===== src/rtl/sinc_timer_pkg.sv =====
// Shared definitions for the sinc timer family: FSM state encoding and default width.
package sinc_timer_pkg;

    localparam int DEF_WIDTH = 8;

    typedef enum logic {
        ST_IDLE = 1'b0,
        ST_RUN  = 1'b1
    } state_t;

endpackage


===== src/rtl/sinc_down_timer.sv =====
// Loadable down-counter/timer: counts a loaded value to zero while enabled, pulses tc
// on expiry and optionally restarts from the stored reload value for periodic ticks.
module sinc_down_timer
    import sinc_timer_pkg::*;
#(
    parameter int WIDTH = DEF_WIDTH
) (
    input  logic             clk,
    input  logic             reset,
    input  logic             enable,
    input  logic             load,
    input  logic [WIDTH-1:0] load_value,
    input  logic             auto_reload,
    output logic [WIDTH-1:0] out,
    output logic             tc,
    output logic             busy
);

    state_t           state;
    logic [WIDTH-1:0] rl;

    always_ff @(posedge clk) begin
        if (reset) begin
            state <= ST_IDLE;
            out   <= '0;
            rl    <= '0;
            tc    <= 1'b0;
            busy  <= 1'b0;
        end else begin
            tc <= 1'b0;
            if (load) begin
                // Load wins over a coincident terminal decrement, so no tc from that path.
                rl  <= load_value;
                out <= load_value;
                if (load_value != '0) begin
                    state <= ST_RUN;
                    busy  <= 1'b1;
                end else begin
                    state <= ST_IDLE;
                    busy  <= 1'b0;
                    tc    <= 1'b1;
                end
            end else if (state == ST_RUN && enable) begin
                if (out > WIDTH'(1)) begin
                    out <= out - WIDTH'(1);
                end else begin
                    // out==1 here; RUN is only entered with a non-zero count.
                    tc <= 1'b1;
                    if (auto_reload) begin
                        out <= rl;
                    end else begin
                        out   <= '0;
                        state <= ST_IDLE;
                        busy  <= 1'b0;
                    end
                end
            end
        end
    end

endmodule

===== config.mk =====
export PLATFORM = sky130hd
export DESIGN_NAME = sinc_down_timer
export DESIGN_NICKNAME = d
export VERILOG_FILES = /design/src/rtl/sinc_timer_pkg.sv /design/src/rtl/sinc_down_timer.sv
export SDC_FILE = /design/constraint.sdc
export NUM_CORES = 1
export LEC_CHECK = 0
export BUFFER_PORTS_ARGS = -buffer_cell sky130_fd_sc_hd__buf_2
export CAP_MARGIN = 30
export CORE_MARGIN = 2
export CORE_UTILIZATION = 38
export DETAILED_ROUTE_END_ITERATION = 10
export PLACE_DENSITY = 0.59
export SYNTH_ARGS = -nofsm -noshare
export SYNTH_HDL_FRONTEND = slang
export SYNTH_SLANG_ARGS = --single-unit
export TNS_END_PERCENT = 10

===== constraint.sdc =====
create_clock -name clk -period 2.5 [get_ports clk]
set_input_delay 0.5 -clock clk [delete_from_list [all_inputs] [get_ports clk]]
set_output_delay 0.5 -clock clk [all_outputs]
set_load 0.05 [all_outputs]

==> impl_summary.md <==
Place
Detailed placement finished with a half-perimeter wire length of 1799 µm. The last weighted congestion value of the routability-driven placer is 0.9191. Timing analysis after detailed placement gives a worst setup slack of ~0.55 ns.

The number of input and output port buffers inserted is 22.

Routing
The post-detailed-route count of antenna-violating nets is 0. The total number of vias is 944. The average detailed-routed wire length per instance is 14.82 µm. After the first detailed-routing iteration, the DRC count stood at 32. The number of remaining DRC errors is 0. Before antenna repair, the detailed router went through 4 iterations.

The detailed-route vias per instance is 5.827. The final routed wirelength across all metal layers is 2401 µm.

Yosys
Counting every instance in the synthesized netlist gives 112. The share of synthesized area in the top cell type comes to 36.46%. The share of the Yosys chip area taken by registers is a little over a third.

For this run, the number of Yosys warnings is 0. Summing every instance area after synthesis gives 988.4 µm². Synthesis inferred 18 register bits. In the post-synthesis netlist, the biggest area contributors are sky130_fd_sc_hd__dfxtp_1 36%, sky130_fd_sc_hd__mux2i_1 9.1%, sky130_fd_sc_hd__a22oi_1 5.3%, sky130_fd_sc_hd__nor2_1 4.6%, sky130_fd_sc_hd__o221ai_1 3.5%. The mean instance size in the synthesized netlist is 8.825 µm². The number of different library cells used by synthesis comes to 28.

The post-synth net total is 127. The largest area contributor in the synthesized netlist is sky130_fd_sc_hd__dfxtp_1.

Clock network
The CTS tree is yes. After clock tree synthesis, the setup repair step added 0 buffers. The number of sinks driven by the clock tree is 18. The count of instances resized after the clock tree is built is 0. For this design, the CTS-stage hold fixing added 0 buffers. CTS built an H-tree with a depth of 1. The later-pin clock latency in the skew report is slightly below 0.3 ns. The clock transition at the register clock pins on the worst setup and hold paths after CTS is 0.10 ns.

No sink is reached through more buffers than the 2 on the longest clock path. The root buffer cell chosen for the clock tree is sky130_fd_sc_hd__clkbuf_4. The number of buffers inserted during clock tree synthesis is 3.

Finish
The combined flip-flop and latch cell area is 360.3 µm². Fill cells in the final layout number 270. At the end of the flow, the number of nets in the layout was 149.

Summing all multi-input logic gate instances after layout gives 579.3 µm². The signed area change from the synthesized netlist to the final layout is 14.56%. Of the cells placed in the final design, the portion with a size suffix greater than 1 is 23.48%.

0 antenna diodes ended up in the layout. At the end of the flow the core is filled with cells to 45.71%.

STA
The final-report setup violation count is 0. The maximum achievable frequency is about 510 MHz. Setup repair after global routing left no endpoint under its margin.

After layout, the worst path uses 79.10% of the clock period. The hold violation total from the final report came to 0. The transition at the pin with the smallest max-transition slack is 0.5928 ns. The time the final worst path needs with I/O delays and setup is just under 2 ns. In this run the tightest slew margin relative to its limit is around three fifths. The total count of max-transition violations in the final report is 0.

The post-route worst hold slack is about 0.48 ns. The largest clock skew in the final design is 0.003298 ns. In the post-route analysis, the smallest setup slack over all paths is 0.5226 ns. The final-layout setup total negative slack is 0 ns.

Run
Across the run, the number of max-cap violations was 0.

Status
The flow ran to the end, and the final reports show no timing, DRC or antenna violations.

Setup path
For this run, the slowest stage of the critical path takes 0.60 ns. The slowest cell on the critical path is sky130_fd_sc_hd__or4_4. The nature of the critical path endpoint is a flip-flop.

The required time of the worst setup path is 2.73 ns. The startpoint class of the critical path is a flip-flop. The kind of critical path is reg2reg. The signal on the critical path passes through or4_4, nor4_4, mux2_2, o22ai_1. The maximum fanout encountered on the critical timing path is 7. Data on the critical path arrives at its endpoint at 2.20 ns.

GRT
Summed over all layers, the global routing overflow is 0. Entering global routing, the biggest net connects 20 pins. The number of antenna violations at the first check in global routing is 0. The first global-routing pass estimated 3774 µm of wire. Global routing used 17.75% of the available tracks across all layers. The number of global-route vias before repair came to 763.

Min path
The min-delay analysis places its worst path in the category in2reg.

Floorplan
The floorplan die width is ~55 µm. The area of the die is 3025 µm². The total I/O pin count is 23. The number of rows created at floorplan is 18.

For this configuration, the core starts out at a cell density of 39.90%. In this run the vertical extent of the chip is roughly 55 µm. After floorplanning, the core was sized to cover 2477 µm².

Power
The power per cell area is 621.2 nW/µm². For this design the static power due to leakage is around 0.49 nW. The peak ir drop on the vdd network is 340.3 µV.
[kinds of logic (layout without fill, tap and decap cells)]
group / after synthesis / in the layout / synth area share [%]
fa+ha+maj: 2 / 2 / 2.531
simple gates: 38 / 38 / 21.52
mux: 11 / 11 / 11.39
xor+xnor: 3 / 3 / 2.659
flops: 18 / 18 / 36.46
buf+inv: 11 / 31 / 4.936
compound gates: 29 / 29 / 20.51
[cells in the final DEF, fill, tap and decap left out, types with 6 or more instances in the layout]
master and n:
sky130_fd_sc_hd__buf_2 22, sky130_fd_sc_hd__dfxtp_1 18, sky130_fd_sc_hd__nor2_1 12, sky130_fd_sc_hd__mux2i_1 9, sky130_fd_sc_hd__nand2_1 8, sky130_fd_sc_hd__a22oi_1 7
sky130_fd_sc_hd__inv_1 6, sky130_fd_sc_hd__a21oi_1 6
[area by class of cell]
class                           instances  area share (%)
Multi-Input combinational cell         83           51.16
Sequential cell                        18           31.82
Timing Repair Buffer                   22           9.724
Tap cell                               30           3.315
Clock buffer                            3           1.989
Inverter                                6           1.989
[per-layer routing]
metal	global-route usage (%)	up-vias	part of all wire, %
met2	24.01	27	45
met3	3.226	2	5.2
li1	-	468	-
met1	27.11	447	49
met5	0	-	0
met4	7.317	0	0.83
[per-stage QoR]
| stage | power [W] | std cells | area, µm² |
|---|---|---|---|
| after floorplan | 0.0005168 | 112 | 988.4 |
| after global placement | 0.0005656 | 159 | 1110 |
| after detailed placement | 0.0005663 | 159 | 1110 |
| after CTS | 0.0007103 | 162 | 1132 |
| after global routing | 0.0007528 | 162 | 1132 |
| final | 0.0007034 | 162 | 1132 |
[report_power, final]
part,internal (W),leakage [nW],total (W),switching (W)
clock,0.0000560,0.0138,0.000142,0.0000862
sequential,0.000307,0.149,0.000334,0.0000269
combinational,0.0000861,0.324,0.000227,0.000141
total,0.000449,0.486,0.000703,0.000254
[synthesized netlist by cell type]
| master | count |
|---|---|
| sky130_fd_sc_hd__dfxtp_1 | 18 |
| sky130_fd_sc_hd__nor3_1 | 4 |
| sky130_fd_sc_hd__inv_1 | 6 |
| sky130_fd_sc_hd__nor4b_2 | 1 |
| sky130_fd_sc_hd__nand3_1 | 4 |
| sky130_fd_sc_hd__buf_1 | 1 |
| sky130_fd_sc_hd__or3_1 | 1 |
| sky130_fd_sc_hd__nor4_4 | 1 |
| sky130_fd_sc_hd__a31oi_1 | 4 |
| sky130_fd_sc_hd__nand2_1 | 8 |
| sky130_fd_sc_hd__a22oi_1 | 7 |
| sky130_fd_sc_hd__ha_1 | 2 |
| sky130_fd_sc_hd__nor2_1 | 12 |
| sky130_fd_sc_hd__a21oi_1 | 6 |
| sky130_fd_sc_hd__o32ai_1 | 2 |
| sky130_fd_sc_hd__o221ai_1 | 4 |
| sky130_fd_sc_hd__nor4_1 | 4 |
| sky130_fd_sc_hd__nor3b_1 | 1 |
| sky130_fd_sc_hd__o21a_1 | 1 |
| sky130_fd_sc_hd__mux2_2 | 2 |
| sky130_fd_sc_hd__clkbuf_1 | 3 |
| sky130_fd_sc_hd__o22ai_1 | 2 |
| sky130_fd_sc_hd__or4_4 | 2 |
| sky130_fd_sc_hd__xor2_1 | 3 |
| sky130_fd_sc_hd__buf_6 | 1 |
| sky130_fd_sc_hd__o21ai_0 | 1 |
| sky130_fd_sc_hd__mux2i_1 | 9 |
| sky130_fd_sc_hd__o31a_1 | 2 |
[registers in the layout (all words and copies together), names as in the netlist]
name,count
rl,8
out,8
state,1
tc,1
[worst max-delay path: cells and delay by family, from the launching register on]
family | cells | cell delay, ns
and+or+nand+nor | 2 | 1.01
muxes | 1 | 0.39
DFF | 1 | 0.38
AOI/OAI and AO/OA | 1 | 0.13
[final timing paths]
| kind | from | end | slack (ns) | depth (start not counted) |
|---|---|---|---|---|
| worst max-delay path | out[2]$_SDFFE_PP0P_ | out[1]$_SDFFE_PP0P_ | 0.52 | 4 |
| worst min register to register | rl[3]$_SDFFE_PP0P_ | out[3]$_SDFFE_PP0P_ | 0.51 | 2 |
| worst min-delay path | load_value[1] | rl[1]$_SDFFE_PP0P_ | 0.48 | 3 |
| worst max register to register | out[2]$_SDFFE_PP0P_ | out[1]$_SDFFE_PP0P_ | 0.52 | 4 |
Power figures use the tool's default switching activity.
